$ cat config.mk
export PLATFORM = sky130hd
export DESIGN_NAME = uart_echo_fifo
export DESIGN_NICKNAME = d
export VERILOG_FILES = /design/src/rtl/uart_echo_fifo.sv
export SDC_FILE = /design/constraint.sdc
export NUM_CORES = 1
export LEC_CHECK = 0
export BUFFER_PORTS_ARGS = -buffer_cell sky130_fd_sc_hd__clkbuf_2
export CORE_MARGIN = 10
export CORE_UTILIZATION = 65
export CTS_CLUSTER_DIAMETER = 150
export CTS_CLUSTER_SIZE = 14
export DETAILED_ROUTE_END_ITERATION = 10
export GPL_TIMING_DRIVEN = 1
export PLACE_DENSITY_LB_ADDON = 0.15
export SKIP_CTS_REPAIR_TIMING = 1
export SLEW_MARGIN = 40
export SYNTH_ARGS = -nofsm -noshare
export SYNTH_HDL_FRONTEND = slang
export SYNTH_SLANG_ARGS = --single-unit
$ cat constraint.sdc
create_clock -name clk_i -period 5.3 [get_ports clk_i]
set_input_delay 1.06 -clock clk_i [delete_from_list [all_inputs] [get_ports clk_i]]
set_output_delay 1.06 -clock clk_i [all_outputs]
set_load 0.05 [all_outputs]
$ cat src/rtl/uart_echo_fifo.sv
// UART echo buffer: received bytes queue in a FIFO and are relaunched to the transmitter one frame at a time.
// Optional CR->CRLF expansion is compiled in with `define UART_ECHO_CRLF_EN.
module uart_echo_fifo #(
  parameter int data_bits_p  = 8,
  parameter int els_p        = 16,
  parameter int drop_width_p = 8
) (
  input  logic                         clk_i,
  input  logic                         reset_i,
  input  logic                         rx_v_i,
  input  logic [data_bits_p-1:0]       rx_i,
  output logic                         tx_v_o,
  output logic [data_bits_p-1:0]       tx_o,
  input  logic                         tx_done_i,
  output logic [$clog2(els_p+1)-1:0]   count_o,
  output logic                         overflow_o,
  output logic [drop_width_p-1:0]      drop_count_o
);

  // state   | meaning
  // IDLE    | nothing in flight, waiting for a buffered byte
  // SEND    | one-cycle launch of the FIFO head, head popped
  // WAIT    | transmitter busy, waiting for tx_done_i
  // SEND_LF | one-cycle launch of LF after a CR (CRLF build only)
  // WAIT_LF | transmitter busy with the LF (CRLF build only)

  localparam int aw = $clog2(els_p);
  localparam int cw = $clog2(els_p + 1);
  localparam logic [cw-1:0] full_c = cw'(els_p);

`ifdef UART_ECHO_CRLF_EN
  localparam logic [data_bits_p-1:0] cr_c = data_bits_p'(13);
  localparam logic [data_bits_p-1:0] lf_c = data_bits_p'(10);

  if (data_bits_p < 7) begin : g_bad_width
    $error("uart_echo_fifo: CRLF expansion needs data_bits_p >= 7");
  end

  typedef enum logic [2:0] {IDLE, SEND, WAIT, SEND_LF, WAIT_LF} state_e;
`else
  typedef enum logic [1:0] {IDLE, SEND, WAIT} state_e;
`endif

  state_e                  state_q, state_d;
  logic [aw-1:0]           wr_ptr_q, wr_ptr_d, rd_ptr_q, rd_ptr_d;
  logic [cw-1:0]           count_q, count_d;
  logic [data_bits_p-1:0]  tx_q, tx_d;
  logic                    overflow_q, overflow_d;
  logic [drop_width_p-1:0] drop_q, drop_d;
  logic [data_bits_p-1:0]  mem_q [els_p];
  logic                    push, pop, drop;

  always_comb begin
    state_d = state_q;
    tx_d    = tx_q;
    tx_v_o  = 1'b0;
    pop     = 1'b0;
    case (state_q)
      IDLE: if (count_q != '0) state_d = SEND;
      SEND: begin
        tx_v_o  = 1'b1;
        pop     = 1'b1;
        tx_d    = mem_q[rd_ptr_q];
        state_d = WAIT;
      end
      WAIT: if (tx_done_i) begin
`ifdef UART_ECHO_CRLF_EN
        state_d = (tx_q == cr_c) ? SEND_LF : IDLE;
`else
        state_d = IDLE;
`endif
      end
`ifdef UART_ECHO_CRLF_EN
      SEND_LF: begin
        tx_v_o  = 1'b1;
        tx_d    = lf_c;
        state_d = WAIT_LF;
      end
      WAIT_LF: if (tx_done_i) state_d = IDLE;
`endif
      default: state_d = IDLE;
    endcase
  end

  // tx_d already carries the byte being launched, so tx_o is valid in the launch cycle and held after it
  assign tx_o = tx_d;

  always_comb begin
    push       = rx_v_i && ((count_q != full_c) || pop);
    drop       = rx_v_i && !push;
    wr_ptr_d   = push ? wr_ptr_q + aw'(1) : wr_ptr_q;
    rd_ptr_d   = pop  ? rd_ptr_q + aw'(1) : rd_ptr_q;
    count_d    = count_q;
    if (push && !pop)      count_d = count_q + cw'(1);
    else if (pop && !push) count_d = count_q - cw'(1);
    overflow_d = overflow_q | drop;
    drop_d     = (drop && (drop_q != '1)) ? drop_q + drop_width_p'(1) : drop_q;
  end

  always_ff @(posedge clk_i or posedge reset_i) begin
    if (reset_i) begin
      state_q    <= IDLE;
      wr_ptr_q   <= '0;
      rd_ptr_q   <= '0;
      count_q    <= '0;
      tx_q       <= '0;
      overflow_q <= 1'b0;
      drop_q     <= '0;
    end else begin
      state_q    <= state_d;
      wr_ptr_q   <= wr_ptr_d;
      rd_ptr_q   <= rd_ptr_d;
      count_q    <= count_d;
      tx_q       <= tx_d;
      overflow_q <= overflow_d;
      drop_q     <= drop_d;
    end
  end

  always_ff @(posedge clk_i) begin
    if (push) mem_q[wr_ptr_q] <= rx_i;
  end

  assign count_o      = count_q;
  assign overflow_o   = overflow_q;
  assign drop_count_o = drop_q;

endmodule

After elaboration in Yosys (flattened, before gate mapping)
Memory sizes are Yosys's and may differ from the RTL's.
Index checks and enable logic that the tools add are counted.
{ "classes": {"mux": 9, "n_eq_ne": 6, "reduce_logical": 12, "n_bitwise": 1, "add_sub_neg": 5} }
{ "op_table": {"columns": ["op", "n"], "rows": [
  ["$mux W5", 2],
  ["$add A4 B1 Y4 const B", 2],
  ["$add A8 B1 Y8 const B", 1],
  ["$mux W8", 1],
  ["$ne A8 B8 Y1 const B", 1],
  ["$pmux W2 S3", 1],
  ["$add A5 B1 Y5 const B", 1],
  ["$logic_and A1 B1 Y1", 5],
  ["$ne A5 B5 Y1 const B", 1],
  ["$reduce_bool A5 Y1", 1],
  ["$sub A5 B1 Y5 const B", 1],
  ["$mux W2", 2],
  ["$ne A2 B2 Y1 const B", 2],
  ["$mux W1", 3],
  ["$eq A2 B1 Y1 const B", 1],
  ["$eq A2 B2 Y1 const B", 1],
  ["$logic_not A1 Y1", 2],
  ["$logic_not A2 Y1", 1],
  ["$reduce_and A2 Y1", 1],
  ["$reduce_bool A2 Y1", 1],
  ["$logic_or A1 B1 Y1", 1],
  ["$or A1 B1 Y1", 1]
]} }
{ "word_totals": {"mem_count": 1, "out_inout_bits": 23, "input_bits": 12, "ramBits": 128, "regBits": 32} }
{ "memory_table": {"columns": ["memory", "words", "word_bits", "read_ports", "rd_ports_with_merged_regs", "wr", "line", "source"], "rows": [
  ["mem_q", 16, 8, 1, 0, 1, "50", "logic [data_bits_p-1:0] mem_q [els_p];"]
]} }

Longest topological paths before layout
Gate-level depths: netlist of the first run.
{ "logic_depth": {"depth_word": 8, "depth_mapped": 11} }

Worst setup path before layout of the first run
No wires, ideal clock.
{ "synth_timing": {"kind": "input port to flip-flop", "from": "input rx_v_i", "to": "register count_q[4], in the netlist count_o[4]", "stages": 9, "t_arrival_ps": 2664, "setup_slack_ps": 2491, "t_required_ps": 5155, "setup_ps": 145, "cell_sequence": "inv_1 -> a31oi_2 -> ha_1 -> inv_1 -> ha_1 -> a21o_1 -> a21oi_1 -> mux2i_1 -> xnor2_1"} }
{ "synth_via": {"elab_chain_len": 4} }
{ "synth_rtl": {"columns": ["element", "line", "source"], "rows": [
  ["start, declared", "10", "input logic rx_v_i,"],
  ["$logic_and A1 B1 Y1 *", "89", "push = rx_v_i && ((count_q != full_c) || pop);"],
  ["net push", "51", "logic push, pop, drop;"],
  ["$logic_not A1 Y1", "95", "else if (pop && !push) count_d = count_q - cw'(1);"],
  ["$logic_and A1 B1 Y1", "95", null],
  ["$reduce_bool A2 Y1 (no source line)", null, null],
  ["end signal, assigned", "113", "count_q <= count_d;"],
  ["end, declared", "46", "logic [cw-1:0] count_q, count_d;"]
]} }
The timed path passes the listed nets; every way through them passes the cells marked *.
A chain may end at the register's enable or synchronous reset.

Worst setup path in the final report of the first run
{ "layout_timing": {"from": "register state_q[1]", "to": "output tx_o[7]"} }
{ "layout_via": {"elab_chain_len": 2} }
{ "layout_rtl": {"columns": ["element", "line", "source"], "rows": [
  ["start, declared", "44", "state_e state_q, state_d;"],
  ["start signal, assigned", "110", "state_q <= state_d;"],
  ["$eq A2 B1 Y1", "58", "case (state_q)"],
  ["$mux W8", "58", null],
  ["end, declared", "13", "output logic [data_bits_p-1:0] tx_o,"]
]} }
Every way passes these cells.

==> metrics.csv, run 1 <==
stage,metric,value,unit
outcome,status,"finished, final reports clean",
worst_setup_path,worstRegToRegCells,10,
layout,layoutNonFillerInstCount,620,
synthesis,synth_commonest_cells,"128 x edfxtp_1, 65 x mux2i_1, 40 x nand2_1",
timing,hold_violations,0,
clock_network,cts_buffer_depth,2,
routing,totalWireLength,12700,um
synthesis,synth_top_area_share,58.8,%
synthesis,synth-edff-count,128,
routing,viasPerCell,5.93,
layout,layout-drive-gt1-share,17.7,%
floorplan,die_y,120,um
placed_design,detailed_place_hpwl,8080,um
global_routing,grt_antenna_before_repair,0,
synthesis,syn-num-nets,458,
power,power,4550,uW
power,p_per_area,605,nW/um2
worst_setup_path,crit_type,flip-flop to primary output,
global_routing,grt.total_usage,18.7,%
timing,timing_worst_slew_pin_value,0.841,ns
clock_network,clk_latency,0.53,ns
synthesis,synthFlopType,edfxtp_1,
timing,max_slew_margin,43.7,%
worst_setup_path,cp-start-kind,flip-flop,
floorplan,pin_count,35,
timing,worst_clock_skew,0.00976,ns
power,vdd_drop_max,366,uV
clock_network,root_buffer,clkbuf_8,
routing,drc,0,
placed_design,portBuffers,34,
clock_network,cts_max_level,4,
synthesis,ys_async_sr_fraction,20.0,%
global_routing,grt_pass1_vias,3746,
routing,route.vias.total,3678,
floorplan,die_width,120,um
worst_setup_path,arrival,2.79,ns
worst_setup_path,crit_start,state_q[1],
floorplan,die_area,14500,um2
placed_design,numPlacedInstances,589,
worst_setup_path,setup.worst_path.end,tx_o[7],
floorplan,start_util,66.8,%
timing,period_needed,3.85,ns
power,power_frac_seq,38.6,%
synthesis,synth.distinct_cells,33,
synthesis,ys_top_cells_by_area,"edfxtp_1 59%, dfrtp_1 12%, mux2i_1 10%",
layout,area_growth,15.2,%
synthesis,ys_ff_latch,160,
synthesis,ys_seq_area_share,71.1,%
layout,n_antenna_cell,0,
routing,first_iter_violations,404,
routing,dr.pass1.iters,5,
global_routing,grt_pass1_wl,20300,um
clock_network,cts_tree,yes,
worst_setup_path,worstPathRequired,4.24,ns
timing,slew_viol_final,0,
power,clockPowerShare,28.6,%
synthesis,synthCells,434,
global_routing,grt_start_max_net_pins,35,
timing,setup_viol,0,
worst_setup_path,reg2reg_from,state_q[1],
worst_setup_path,endpoint_kind,primary output,
synthesis,netlist_area,6530,um2
power,p_int,2900,uW
power,combPwrFrac,32.8,%
global_routing,overflow,0,
timing,rsz0062_at_grt,false,
routing,wl_per_cell,20.4,um
synthesis,synth_area_per_cell,15.1,um2
layout,num-fill-cells,545,
timing,fin_crit_sh,72.6,%
synthesis,yosys.area.top_type,edfxtp_1,
power,p_sw_share,36.2,%
timing,tns,0,ns
worst_setup_path,critPathMaxFanout,8,
worst_setup_path,r2r_setup_slack,1.92,ns
routing,drtAntennaViolNets,0,
placed_design,gp_congestion,0.766,
run,maxCapViolCount,0,
worst_hold_path,hold_start,state_q[0],
worst_hold_path,min_path_type,flip-flop to flip-flop,
placed_design,postPlaceCellArea,6870,um2
clock_network,cts.sinks,160,
floorplan,num_rows,36,
worst_setup_path,rr_endpoint,count_o[4],
clock_network,cts_buffers,17,
power,power.switching,1650,uW
layout,finalInstanceArea,7520,um2
timing,max_freq,0.260,GHz
synthesis,synth.most_common_cell,edfxtp_1,
synthesis,yosysWarnings,0,
layout,fin_nets,499,
clock_network,path_clk_slew,0.06,ns
floorplan,coreArea,9770,um2
power,p_leak,0.00284,uW
-- worst max-delay path: stages, from the launching register on --
cell,delay (ns)
dfrtp_1,0.39
nor2b_1,0.55
nand2_1,0.42
a21oi_1,0.24
nand3_1,0.13
nand3_1,0.21
clkbuf_2,0.32
-- cells in the final DEF (no fill, tap or decap), types with 2 or more instances in the layout --
cell       count
clkinv_2       3
xnor2_1       14
inv_1          9
xor2_1         3
dfrtp_1       31
clkbuf_2      34
nand3_1       28
a21oi_1       18
nor2_1         8
clkbuf_16     16
nor2_2         7
nor2b_1        3
nor3_1         3
nand2b_1       4
a22oi_1       16
bufinv_16      6
and3_1         2
nand4_1        3
ha_1          11
nand2_1       40
and2_1         2
mux2i_1       65
buf_4          8
o21ai_0        5
clkbuf_1       2
edfxtp_1     128
-- power by group through the flow --
stage                     Combinational, uW  Clock, uW  Sequential (uW)
final                                  1490       1300             1760
after global routing                   1610       1370             1780
after CTS                              1490       1310             1760
after detailed placement               1480          0             1780
after global placement                 1380          0             1820
after floorplan                        1070          0             1790
-- flip-flops by register name, indices dropped and copies added (netlist names) --
name,count
rd_ptr_q,4
mem_q,128
wr_ptr_q,4
count_o,5
drop_count_o,8
tx_q,8
overflow_o,1
state_q,2
-- metrics by stage --
stage          worst slack, ns  utilization (%)  hold slack, ns
2_1_floorplan             2.49                -           0.416
3_3_place_gp              2.06             70.0           0.432
3_5_place_dp              1.98             70.3           0.440
4_1_cts                   1.48             76.8           0.448
5_1_grt                   1.34             77.0           0.482
6_report                  1.45             77.0           0.446
-- cell families after synthesis --
| family | count (synthesis) | synth area share [%] |
|---|---|---|
| AND/OR/NAND/NOR | 105 | 7.72 |
| AO/OA/AOI/OAI | 43 | 4.44 |
| flip-flops | 160 | 71.1 |
| multiplexers | 66 | 10.1 |
| buffers and inverters | 31 | 1.93 |
| XOR/XNOR | 17 | 2.28 |
| adder cells (fa/ha/maj) | 12 | 2.41 |
-- final cells by class --
class	instances	area [um2]	share of cell area (%)
flip-flops and latches	160	4650	61.8
clock inverters	12	215	2.86
repair buffers	43	250	3.33
clock buffers	19	422	5.60
well taps	133	166	2.21
multi-input cells	243	1790	23.7
inverters	10	37.5	0.499
-- metal layers --
layer	part of all wire, %	up-vias	track usage [%]	routed length [um]
met4	3.0	0	9.95	378
met2	49	126	29.8	6150
met3	8.0	29	5.86	1010
met5	0	-	0	0
li1	-	1697	-	-
met1	40	1826	22.4	5120
-- worst min-delay path by stage --
stage	end	cells past startpoint	slack [ns]
after floorplan	state_q[0]	1	0.42
after global placement	state_q[0]	1	0.43
after detailed placement	state_q[0]	1	0.44
after CTS	state_q[0]	1	0.45
after global routing	state_q[0]	1	0.48
final	state_q[0]	1	0.45
No activity file was read; power rests on OpenSTA's default activity.
==> inputs of run 2 (changes only) <==
- ABC_AREA: default -> 1
- CORE_UTILIZATION: 65 -> 55
- clock period: 5.3 -> 3.5 ns (I/O delays scaled with it)
==> metrics.csv, run 2 <==
stage,metric,value,unit
worst_setup_path,endpoint_kind,primary output,
outcome,status,"finished, final reports clean",
worst_setup_path,arrival,2.29,ns
layout,final_cell_mix,"247 x nand2_1, 128 x edfxtp_1, 103 x nand3_1",
floorplan,die_width,131,um
synthesis,ys_top_cells_by_area,"edfxtp_1 56%, nand2_1 14%, dfrtp_1 12%",
synthesis,synth-edff-count,128,
floorplan,coreArea,12100,um2
placed_design,numPlacedInstances,810,
clock_network,cts_buffer_depth,2,
layout,layoutNonFillerInstCount,840,
synthesis,ys_async_sr_fraction,20.0,%
power,p_int,4020,uW
floorplan,die_y,131,um
synthesis,ys_ff_latch,160,
global_routing,grt_pass1_wl,24400,um
synthesis,synthFlopType,edfxtp_1,
timing,max_freq,0.334,GHz
floorplan,num_rows,40,
layout,area_growth,12.3,%
floorplan,pin_count,35,
synthesis,synthMuxAreaShare,0,%
timing,timing_worst_slew_pin_value,0.838,ns
layout,final_common_cell,nand2_1,
timing,slew_viol_final,0,
routing,drtAntennaViolNets,0,
layout,num-fill-cells,1001,
worst_setup_path,worstRegToRegCells,11,
synthesis,synth_top_family_by_area,simple AND/OR/NAND/NOR gates,
synthesis,synth_top_area_share,56.3,%
timing,fin_crit_sh,85.5,%
clock_network,cts_tree,yes,
power,power_frac_seq,36.6,%
routing,wl_per_cell,18.2,um
power,vdd_drop_max,504,uV
timing,worst_clock_skew,0.0113,ns
timing,hold_violations,0,
placed_design,postPlaceCellArea,7130,um2
synthesis,synth.distinct_cells,24,
power,p_per_area,892,nW/um2
timing,tns,0,ns
synthesis,synth.most_common_cell,nand2_1,
global_routing,overflow,0,
synthesis,synth-xor-area-share,1.92,%
synthesis,syn-num-nets,650,
worst_setup_path,crit_start,rd_ptr_q[0],
global_routing,grt_antenna_before_repair,0,
routing,viasPerCell,5.38,
synthesis,synth-simple-area-share,23.1,%
layout,finalInstanceArea,7670,um2
clock_network,path_clk_slew,0.06,ns
layout,top_register,mem_q,
worst_setup_path,critPathMaxFanout,19,
clock_network,cts.sinks,160,
worst_setup_path,reg2reg_from,state_q[1],
timing,rsz0062_at_grt,false,
global_routing,grt_pass1_vias,4411,
synthesis,synth_compound_area_share,0.952,%
routing,drc,0,
worst_setup_path,crit_type,flip-flop to primary output,
clock_network,root_buffer,clkbuf_16,
power,p_leak,0.00314,uW
layout,layout-drive-gt1-share,12.2,%
layout,n_antenna_cell,0,
power,power.switching,2820,uW
layout,fin_nets,685,
routing,dr.pass1.iters,5,
global_routing,grt.total_usage,17.9,%
synthesis,synthCells,626,
synthesis,synth_area_per_cell,10.9,um2
placed_design,gp_congestion,0.837,
power,p_sw_share,41.2,%
synthesis,ys_seq_area_share,68.0,%
placed_design,portBuffers,34,
layout,utilization,63.3,%
placed_design,detailed_place_hpwl,9940,um
clock_network,cts_max_level,4,
floorplan,die_area,17300,um2
routing,first_iter_violations,392,
worst_setup_path,worstPathRequired,2.80,ns
floorplan,start_util,56.4,%
clock_network,clk_latency,0.43,ns
synthesis,synth-adder-area-share,2.31,%
timing,max_slew_margin,44.0,%
synthesis,netlist_area,6830,um2
worst_setup_path,setup.worst_path.end,tx_o[4],
clock_network,cts_buffers,17,
worst_setup_path,r2r_setup_slack,0.85,ns
routing,route.vias.total,4518,
timing,worst_slack,0.508,ns
placed_design,pre_cts_ws,0.888,ns
global_routing,grt_start_max_net_pins,43,
synthesis,yosysWarnings,0,
timing,setup_viol,0,
power,clockPowerShare,24.2,%
power,combPwrFrac,39.1,%
layout,largest_register_ff_count,128,
run,maxCapViolCount,0,
synthesis,yosys.area.top_type,edfxtp_1,
worst_setup_path,rr_endpoint,count_o[3],
timing,period_needed,2.99,ns
synthesis,synth_commonest_cells,"247 x nand2_1, 128 x edfxtp_1, 103 x nand3_1",
worst_setup_path,cp-start-kind,flip-flop,
routing,totalWireLength,15300,um
worst_hold_path,min_path_type,input port to asynchronous set/reset pin,
[run 2: changes by cell type in the layout (fill, tap and decap cells not counted), sizes merged, moves of 4 or more]
cell / change
xor2: +7
nor2: +8
inv: +12
nand3: +75
o21ai: +4
xnor2: -9
nand2b: -4
a22oi: -16
bufinv: -5
clkinv: +7
mux2i: -65
nand2: +207
a21oi: -18
[run 2: final cells by class]
class | instances | area [um2] | area share, %
Sequential cell | 160 | 4650 | 60.6
Multi-Input combinational cell | 415 | 1950 | 25.4
Clock buffer | 18 | 429 | 5.59
Timing Repair Buffer | 42 | 243 | 3.16
Tap cell | 168 | 210 | 2.74
Clock inverter | 12 | 97.6 | 1.27
Inverter | 25 | 93.8 | 1.22
[run 2: per-layer routing]
| layer | track usage, % | wire, um |
|---|---|---|
| met1 | 23.1 | 6670 |
| met2 | 29.1 | 7700 |
| met3 | 3.77 | 693 |
| met4 | 6.55 | 260 |
| met5 | 0 | 0 |
[run 2: power groups by stage]
stage / Sequential (uW) / Combinational, uW / Clock, uW
after floorplan: 2640 / 1880 / 0
after global placement: 2530 / 2630 / 0
after detailed placement: 2540 / 2680 / 0
after CTS: 2510 / 2690 / 1670
after global routing: 2540 / 2980 / 1750
final: 2510 / 2680 / 1660
[run 2: worst max-delay path, stage by stage, from the launching register on]
cell and delay [ns]:
dfrtp_2 0.42, inv_2 0.18, buf_4 0.27, nand2_1 0.07, nand3_1 0.09, nand3_1 0.12, nand2_1 0.11, nand2_1 0.07
nand2_1 0.09, nand2_1 0.05, nand2_1 0.10, clkbuf_2 0.29
[run 2: worst min-delay path by stage]
stage | start | end | slack [ns]
floorplan | state_q[0] | state_q[0] | 0.49
global placement | overflow_o | overflow_o | 0.45
detailed placement | tx_q[3] | tx_q[3] | 0.47
CTS | reset_i | drop_count_o[5] | 0.35
global route | reset_i | state_q[1] | 0.38
finish | reset_i | rd_ptr_q[3] | 0.34
[run 2: cell families (layout without fill, tap and decap cells)]
logic type / after synthesis / count (layout)
flip-flops: 160 / 160
XOR/XNOR: 15 / 15
AO/OA/AOI/OAI: 11 / 11
adder cells (fa/ha/maj): 12 / 12
buffers and inverters: 51 / 97
AND/OR/NAND/NOR: 377 / 377
[run 2: metrics by stage]
stage	total power [uW]	hold slack, ns
after global routing	7270	0.383
final	6840	0.341
after global placement	5160	0.450
after detailed placement	5220	0.466
after CTS	6870	0.348
after floorplan	4520	0.491
==> inputs of run 3 (changes only) <==
--- a/config.mk
+++ b/config.mk
@@ -20,2 +20,3 @@
 export SYNTH_HDL_FRONTEND = slang
 export SYNTH_SLANG_ARGS = --single-unit
+export TNS_END_PERCENT = 30
==> constraint.sdc (replaced) <==
create_clock -name clk_i -period 3.5 [get_ports clk_i]
set_input_delay 0.7 -clock clk_i [delete_from_list [all_inputs] [get_ports clk_i]]
set_output_delay 0.7 -clock clk_i [all_outputs]
set_load 0.1 [all_outputs]
==> metrics.csv, run 3 (synthesis gave the netlist of run 2 again) <==
stage,metric,value,unit
power,p_per_area,998,nW/um2
worst_setup_path,critPathMaxFanout,67,
timing,setup_viol,0,
worst_setup_path,cp_top_family,simple AND/OR/NAND/NOR gates,
worst_setup_path,slowest_delay,0.57,ns
global_routing,grt.total_usage,18.1,%
routing,totalWireLength,15300,um
timing,tns,0,ns
run,maxCapViolCount,0,
floorplan,pin_count,35,
timing,timing_worst_slew_pin_value,0.836,ns
clock_network,cts.sinks,160,
timing,max_freq,0.319,GHz
layout,fin_nets,683,
global_routing,overflow,0,
layout,final_cell_mix,"247 x nand2_1, 128 x edfxtp_1, 103 x nand3_1",
placed_design,detailed_place_hpwl,9900,um
clock_network,cts_max_level,4,
timing,slew_viol_final,0,
timing,max_slew_margin,44.0,%
layout,layout-drive-gt1-share,11.8,%
layout,layoutNonFillerInstCount,840,
routing,route.vias.total,4566,
worst_setup_path,crit_slowest_cell,buf_4,
floorplan,coreArea,12100,um2
layout,largest_register_ff_count,128,
layout,top_register,mem_q,
timing,worst_clock_skew,0.00868,ns
layout,area_growth,15.0,%
routing,drtAntennaViolNets,0,
worst_setup_path,cp-start-kind,flip-flop,
routing,viasPerCell,5.44,
placed_design,numPlacedInstances,808,
clock_network,root_buffer,clkbuf_16,
global_routing,grt_start_max_net_pins,68,
clock_network,cts_buffers,17,
routing,drc,0,
worst_setup_path,worstPathRequired,2.80,ns
floorplan,die_area,17300,um2
worst_setup_path,path_cells,buf_4 -> nand2_1 -> nand3_1 -> nand3_1 -> nand2_1 -> nand2_1 -> nand2_1 -> nand2_1 -> nand2_1 -> buf_12,
timing,period_needed,3.14,ns
floorplan,num_rows,40,
timing,whs,0.273,ns
worst_setup_path,endpoint_kind,primary output,
worst_setup_path,arrival,2.44,ns
layout,num-fill-cells,941,
worst_setup_path,crit_top_cell,nand2_1,
floorplan,die_width,131,um
global_routing,grt_antenna_before_repair,0,
routing,dr.pass1.iters,4,
worst_setup_path,critPathBufInv,2,
power,p_leak,0.00320,uW
routing,wl_per_cell,18.3,um
clock_network,clk_latency,0.43,ns
floorplan,start_util,56.4,%
timing,fin_crit_sh,89.6,%
power,vdd_drop_max,505,uV
placed_design,gp_congestion,0.819,
clock_network,cts_tree,yes,
global_routing,grt_pass1_vias,4435,
layout,n_antenna_cell,0,
worst_hold_path,min_path_type,input port to asynchronous set/reset pin,
clock_network,path_clk_slew,0.06,ns
clock_network,cts_buffer_depth,2,
timing,hold_violations,0,
routing,first_iter_violations,472,
outcome,status,"finished, final reports clean",
worst_setup_path,crit_type,flip-flop to primary output,
layout,final_common_cell,nand2_1,
floorplan,die_y,131,um
timing,rsz0062_at_grt,false,
placed_design,portBuffers,34,
power,power,7840,uW
global_routing,grt_pass1_wl,24600,um
run 3: changes by cell type in the layout (fill, tap and decap cells not counted):
cell and change:
clkbuf_2 -8, bufinv_16 +3, clkinv_4 -3, nor2_1 +3, buf_4 -3, nor2_2 -3
inv_1 -1, inv_2 +1, buf_12 +9, clkinvlp_4 +1, clkbuf_1 +1
run 3: worst paths after layout:
kind,startpoint,to,slack [ns],cells past startpoint
worst min-delay path,reset_i,count_o[2],0.27,2
worst max register to register,state_q[1],count_o[4],0.88,13
min in group clk_i,overflow_o,overflow_o,0.48,2
worst max-delay path,rd_ptr_q[0],tx_o[0],0.36,10
worst min register to register,overflow_o,overflow_o,0.48,2
max in group asynchronous,reset_i,drop_count_o[4],2.70,3
run 3: area by class of cell:
class                   instances  area [um2]  area share [%]
clock buffers                  19         433            5.51
clock inverters                13         169            2.15
inverters                      25        93.8            1.19
multi-input cells             415        1940            24.7
flip-flops and latches        160        4650            59.1
well taps                     168         210            2.68
repair buffers                 40         360            4.59
run 3: per-layer routing:
metal / share of wire, % / up-vias / global-route usage [%]
met1: 43 / 2214 / 23.7
met5: 0 / - / 0
met2: 49 / 152 / 27.9
met4: 2.5 / 0 / 8.28
li1: - / 2171 / -
met3: 5.9 / 29 / 4.65
run 3: power breakdown:
part / switching (uW) / total [uW] / internal (uW)
clock network: 707 / 1890 / 1180
logic: 2500 / 3450 / 950
registers: 153 / 2510 / 2350
run 3: metrics by stage:
step / setup WS, ns / utilization (%) / cell area [um2]
6_report: 0.363 / 64.9 / 7860
5_1_grt: 0.251 / 64.9 / 7860
4_1_cts: 0.348 / 64.8 / 7850
3_5_place_dp: 0.829 / 59.8 / 7250
3_3_place_gp: 0.859 / 59.8 / 7240
2_1_floorplan: 0.342 / - / 6830
